### config.mk
export PLATFORM = sky130hd
export DESIGN_NAME = sga_tx_status
export DESIGN_NICKNAME = d
export VERILOG_FILES = /design/src/rtl/sga_tx_status.sv
export SDC_FILE = /design/constraint.sdc
export NUM_CORES = 1
export LEC_CHECK = 0
export CAP_MARGIN = 0
export CORE_ASPECT_RATIO = 1.5
export CORE_MARGIN = 5
export CORE_UTILIZATION = 60
export DETAILED_ROUTE_END_ITERATION = 6
export PLACE_DENSITY = 0.9
export SYNTH_ARGS = -nofsm -noshare
export SYNTH_HDL_FRONTEND = slang
export SYNTH_SLANG_ARGS = --single-unit
### constraint.sdc
create_clock -name clock -period 4.8 [get_ports clock]
set_input_delay 1.2 -clock clock [delete_from_list [all_inputs] [get_ports clock]]
set_output_delay 1.2 -clock clock [all_outputs]
set_load 0.01 [all_outputs]
### src/rtl/sga_tx_status.sv
// UART transmitter of a 5-character game status message: 'S', size as two hex digits, status, LF.
// Define SGA_TX_PARITY_EN to add an even parity bit to every character (8E1 instead of 8N1).
module sga_tx_status #(
    parameter int unsigned BAUD_DIV = 434
) (
    input  logic       clock,
    input  logic       reset,
    input  logic       inicio_transmissao,
    input  logic [7:0] size,
    input  logic       won,
    input  logic       lost,
    input  logic       pause,
    output logic       saida_serial,
    output logic       ocupado,
    output logic       pronto,
    output logic [2:0] db_estado
);

    localparam logic [2:0] StIdle     = 3'd0;
    localparam logic [2:0] StCarrega  = 3'd1;
    localparam logic [2:0] StStart    = 3'd2;
    localparam logic [2:0] StDados    = 3'd3;
    localparam logic [2:0] StParidade = 3'd4;
    localparam logic [2:0] StStop     = 3'd5;
    localparam logic [2:0] StProximo  = 3'd6;
    localparam logic [2:0] StFim      = 3'd7;

    localparam logic [9:0] BaudLast = 10'(BAUD_DIV - 1);

    logic [2:0]      state_q, state_d;
    logic [9:0]      baud_q, baud_d;
    logic [2:0]      bit_q, bit_d;
    logic [2:0]      idx_q, idx_d;
    logic [4:0][7:0] msg_q, msg_d;
    logic [7:0]      status_char;
    logic [7:0]      cur_char;
    logic            baud_end;

    function automatic logic [7:0] hex_char(input logic [3:0] nib);
        if (nib < 4'd10) begin
            return 8'h30 + {4'h0, nib};
        end
        return 8'h37 + {4'h0, nib};
    endfunction

    always_comb begin
        if (won) begin
            status_char = 8'h47;
        end else if (lost) begin
            status_char = 8'h44;
        end else if (pause) begin
            status_char = 8'h50;
        end else begin
            status_char = 8'h4A;
        end
    end

    always_comb begin
        cur_char = msg_q[0];
        case (idx_q)
            3'd1:    cur_char = msg_q[1];
            3'd2:    cur_char = msg_q[2];
            3'd3:    cur_char = msg_q[3];
            3'd4:    cur_char = msg_q[4];
            default: cur_char = msg_q[0];
        endcase
    end

    assign baud_end = (baud_q == BaudLast);

    // The baud counter runs freely and is cleared explicitly on every state change.
    always_comb begin
        state_d = state_q;
        baud_d  = baud_q + 10'd1;
        bit_d   = bit_q;
        idx_d   = idx_q;
        msg_d   = msg_q;
        case (state_q)
            StIdle: begin
                baud_d = '0;
                if (inicio_transmissao) begin
                    state_d = StCarrega;
                end
            end
            StCarrega: begin
                msg_d   = {8'h0A, status_char, hex_char(size[3:0]), hex_char(size[7:4]), 8'h53};
                idx_d   = '0;
                bit_d   = '0;
                baud_d  = '0;
                state_d = StStart;
            end
            StStart: begin
                if (baud_end) begin
                    baud_d  = '0;
                    bit_d   = '0;
                    state_d = StDados;
                end
            end
            StDados: begin
                if (baud_end) begin
                    baud_d = '0;
                    bit_d  = bit_q + 3'd1;
                    if (bit_q == 3'd7) begin
`ifdef SGA_TX_PARITY_EN
                        state_d = StParidade;
`else
                        state_d = StStop;
`endif
                    end
                end
            end
            StParidade: begin
                if (baud_end) begin
                    baud_d  = '0;
                    state_d = StStop;
                end
            end
            StStop: begin
                if (baud_end) begin
                    baud_d  = '0;
                    state_d = StProximo;
                end
            end
            StProximo: begin
                baud_d = '0;
                if (idx_q == 3'd4) begin
                    state_d = StFim;
                end else begin
                    idx_d   = idx_q + 3'd1;
                    state_d = StStart;
                end
            end
            StFim: begin
                baud_d  = '0;
                state_d = StIdle;
            end
            default: begin
                baud_d  = '0;
                state_d = StIdle;
            end
        endcase
    end

    always_ff @(posedge clock) begin
        if (reset) begin
            state_q <= StIdle;
            baud_q  <= '0;
            bit_q   <= '0;
            idx_q   <= '0;
            msg_q   <= '0;
        end else begin
            state_q <= state_d;
            baud_q  <= baud_d;
            bit_q   <= bit_d;
            idx_q   <= idx_d;
            msg_q   <= msg_d;
        end
    end

    // Outputs decode registered state only, so no input reaches an output combinationally.
    always_comb begin
        case (state_q)
            StStart:    saida_serial = 1'b0;
            StDados:    saida_serial = cur_char[bit_q];
            StParidade: saida_serial = ^cur_char;
            default:    saida_serial = 1'b1;
        endcase
    end

    assign ocupado   = (state_q != StIdle) && (state_q != StFim);
    assign pronto    = (state_q == StFim);
    assign db_estado = state_q;

endmodule

==> reports/metrics.csv <==
stage,metric,value,unit
floorplan,Initial Util,0.620,
pwr,Max IR drop VDD,0.000278,V
logic_synthesis,prevailing post-synth register cell,dfxtp_1,
logic_synthesis,fraction of registers with async set/reset,0,
pwr,power per cell area,266,nW/µm²
global_route,global-route wire length before repair,7550,µm
logic_synthesis,Post-synth top cells,"47 x nor2_1, 39 x dfxtp_1, 19 x a21oi_1",
timing,min cycle time layout,4.50,ns
setup_path,startpoint types,flop,
route,ANT nets after route,0,
route,drt pass-1 iters,4,
setup_path,CP Max Fanout,6,
final_layout,nets,301,
logic_synthesis,Post-synth EDFFs,0,
logic_synthesis,number of distinct library cells after synthesis,39,
route,vias per inst,5.84,
timing,max_slew headroom,0.262,
route,highest routed layer,met4,
timing,"Hold Vio Cnt, Final",0,
worst_hold_path,Hold WC Path Type,flop to flop,
logic_synthesis,Synth area leaders,"dfxtp_1 37%, nor2_1 8.4%, ha_1 6.6%",
clock_network,CTS Buf Count,5,
global_route,GR Overflow Total,0,
clock_network,CTS root buf,clkbuf_8,
logic_synthesis,Synth Warn #,0,
final_layout,diode count,0,
final_layout,Multi-input gate area,1220,µm²
logic_synthesis,Netlist Area Pre-Place,2100,µm²
final_layout,share of cells above drive strength 1,0.0327,
clock_network,CTS Sinks,39,
placed_design,Final HPWL DP,3250,µm
global_route,initial antenna violation count,0,
placed_design,dpl ws,0.507,ns
logic_synthesis,#FFs+latches synth,39,
pwr,Sw Share,0.252,
logic_synthesis,Synth area leader,dfxtp_1,
final_layout,Filler cells,264,
route,met3 WL post-DR,121,µm
timing,Fin Clk Skew,0.0103,ns
clock_network,clock latency on the worst-skew pair,0.29,ns
outcome,outcome,completed,
setup_path,Worst Path Required,3.60,ns
setup_path,crit end category,output pin,
logic_synthesis,most common cell in the netlist,nor2_1,
floorplan,core box area,3380,µm²
global_route,vias in the first global route,1829,
logic_synthesis,Yosys top cell area share,0.372,
route,routed length per placed instance,14.2,µm
floorplan,Die Ht,82.4,µm
timing,Final Slew Violations,0,
pwr,Gate power share,0.126,
setup_path,CP arrival,3.30,ns
floorplan,Ports,20,
clock_network,CTS tree,done,
logic_synthesis,Gate Count Post-Synth,261,
pwr,part of the power in registers,0.557,
route,Vias,1852,
final_layout,sequential cell area,782,µm²
timing,Final setup viols,0,
setup_path,critical path class,flop to output pin,
flow_run,Max Cap Viol,0,
pwr,sw power,0.159,mW
clock_network,clock-pin slew on the worst setup and hold paths,0.07,ns
logic_synthesis,syn_area_per_cell,8.03,µm²
timing,Setup TNS Final,0,ns
floorplan,Die Wd,58.3,µm
timing,fin crit share,0.938,
final_layout,fin area,2370,µm²
route,1st-iter DRT viols,54,
logic_synthesis,sequential area share after synthesis,0.372,
global_route,largest net degree at the start of global routing,31,
route,DRC,0,
logic_synthesis,post-synth net total,286,
placed_design,RD Place Congestion,0.876,
route,met1 WL,1840,µm
placed_design,I/O Buffers,19,
pwr,Clk pwr share,0.317,
placed_design,Placed Area,2300,µm²
global_route,Total GRT Usage,0.204,
pwr,P_int,0.471,mW
clock_network,CTS HTree Levels,2,
timing,RSZ-0062 raised after global routing,false,
timing,worst slew pin tran,1.10,ns
clock_network,Longest Clk Path Bufs,2,
route,DR WL met2,2430,µm
timing,Max Clk Rate,222,MHz
timing,Final WS setup,0.296,ns
final_layout,"Area growth, synth to finish",13.1,%
floorplan,FP Rows,26,
pwr,static leakage,0.890,nW
route,drt total wl,4490,µm
floorplan,die area,4800,µm²
-- flip-flops by register name (all words and copies together) (netlist names) --
signal	flops
idx_q	3
db_estado	3
msg_q	20
baud_q	10
bit_q	3
-- final timing paths --
check	endpoint	start	cells past startpoint	slack, ns
worst max-delay path	saida_serial	idx_q[0]	10	0.30
worst min-delay path	msg_q[24]	msg_q[24]	2	0.47
worst max register to register	bit_q[0]	baud_q[0]	8	2.27
worst min register to register	msg_q[24]	msg_q[24]	2	0.47
-- critical path, cell delays in order (launching register included) --
cell,delay (ns)
dfxtp_1,0.36
inv_1,0.10
ha_1,0.27
nor2b_1,0.18
a222oi_1,0.46
xor2_1,0.20
xnor3_1,0.43
a21oi_1,0.19
xor2_1,0.09
o211ai_1,0.19
clkdlybuf4s50_1,0.57
-- power groups by stage --
stage | clock (mW) | combinational, mW | sequential [mW]
after floorplan | 0 | 0.0529 | 0.352
after global placement | 0 | 0.0769 | 0.358
after detailed placement | 0 | 0.0790 | 0.358
after CTS | 0.202 | 0.0798 | 0.350
after global routing | 0.216 | 0.0898 | 0.353
final | 0.200 | 0.0796 | 0.351
-- repair_timing --
action	4_1_cts	5_1_grt
gates resized for setup	0	1
hold buffers	0	0
endpoints found under the setup margin	0	1
buffers inserted	0	0
-- cells by family after synthesis --
group,synth area share
and+or+nand+nor,0.249
adders and majority gates,0.0656
DFF,0.372
muxes,0.0245
AOI/OAI and AO/OA,0.166
buffers and inverters,0.0447
xor gates and xnor gates,0.0776
-- layer usage --
metal	global-route usage	vias to the layer above
li1	-	943
met1	0.211	860
met2	0.379	37
met3	0.0482	12
met4	0.0951	0
met5	0	-
-- cells in the final DEF, fill, tap and decap left out, drive strengths merged, types with 2 or more instances in the layout --
cell and instances:
clkdlybuf4s50 19, nor3 9, a311oi 3, xnor2 7, a222oi 3, nor4 2, nand2b 4, and2 3
inv 14, and3 3, o21ai 9, nand3 12, a22oi 2, dfxtp 39, nor2 47, o211ai 3
ha 11, nand3b 4, a211oi 8, a21oi 19, mux2i 4, nor2b 3, clkbuf 6, xor2 9
nand4 3, nand2 16
-- metrics by stage --
stage / std cells / power (mW) / util / hold slack (ns)
2_1_floorplan: 261 / 0.405 / - / 0.432
3_3_place_gp: 311 / 0.434 / 0.679 / 0.450
3_5_place_dp: 311 / 0.437 / 0.679 / 0.456
4_1_cts: 317 / 0.633 / 0.701 / 0.466
5_1_grt: 317 / 0.659 / 0.701 / 0.487
6_report: 317 / 0.630 / 0.701 / 0.465
-- layout make-up --
cell class / count / share of cell area
inverter: 14 / 0.0222
timing repair buffer: 19 / 0.0802
multi-input combinational: 197 / 0.515
tap: 42 / 0.0222
clock buffer: 6 / 0.0306
sequential: 39 / 0.330
Power figures use the tool's default switching activity.
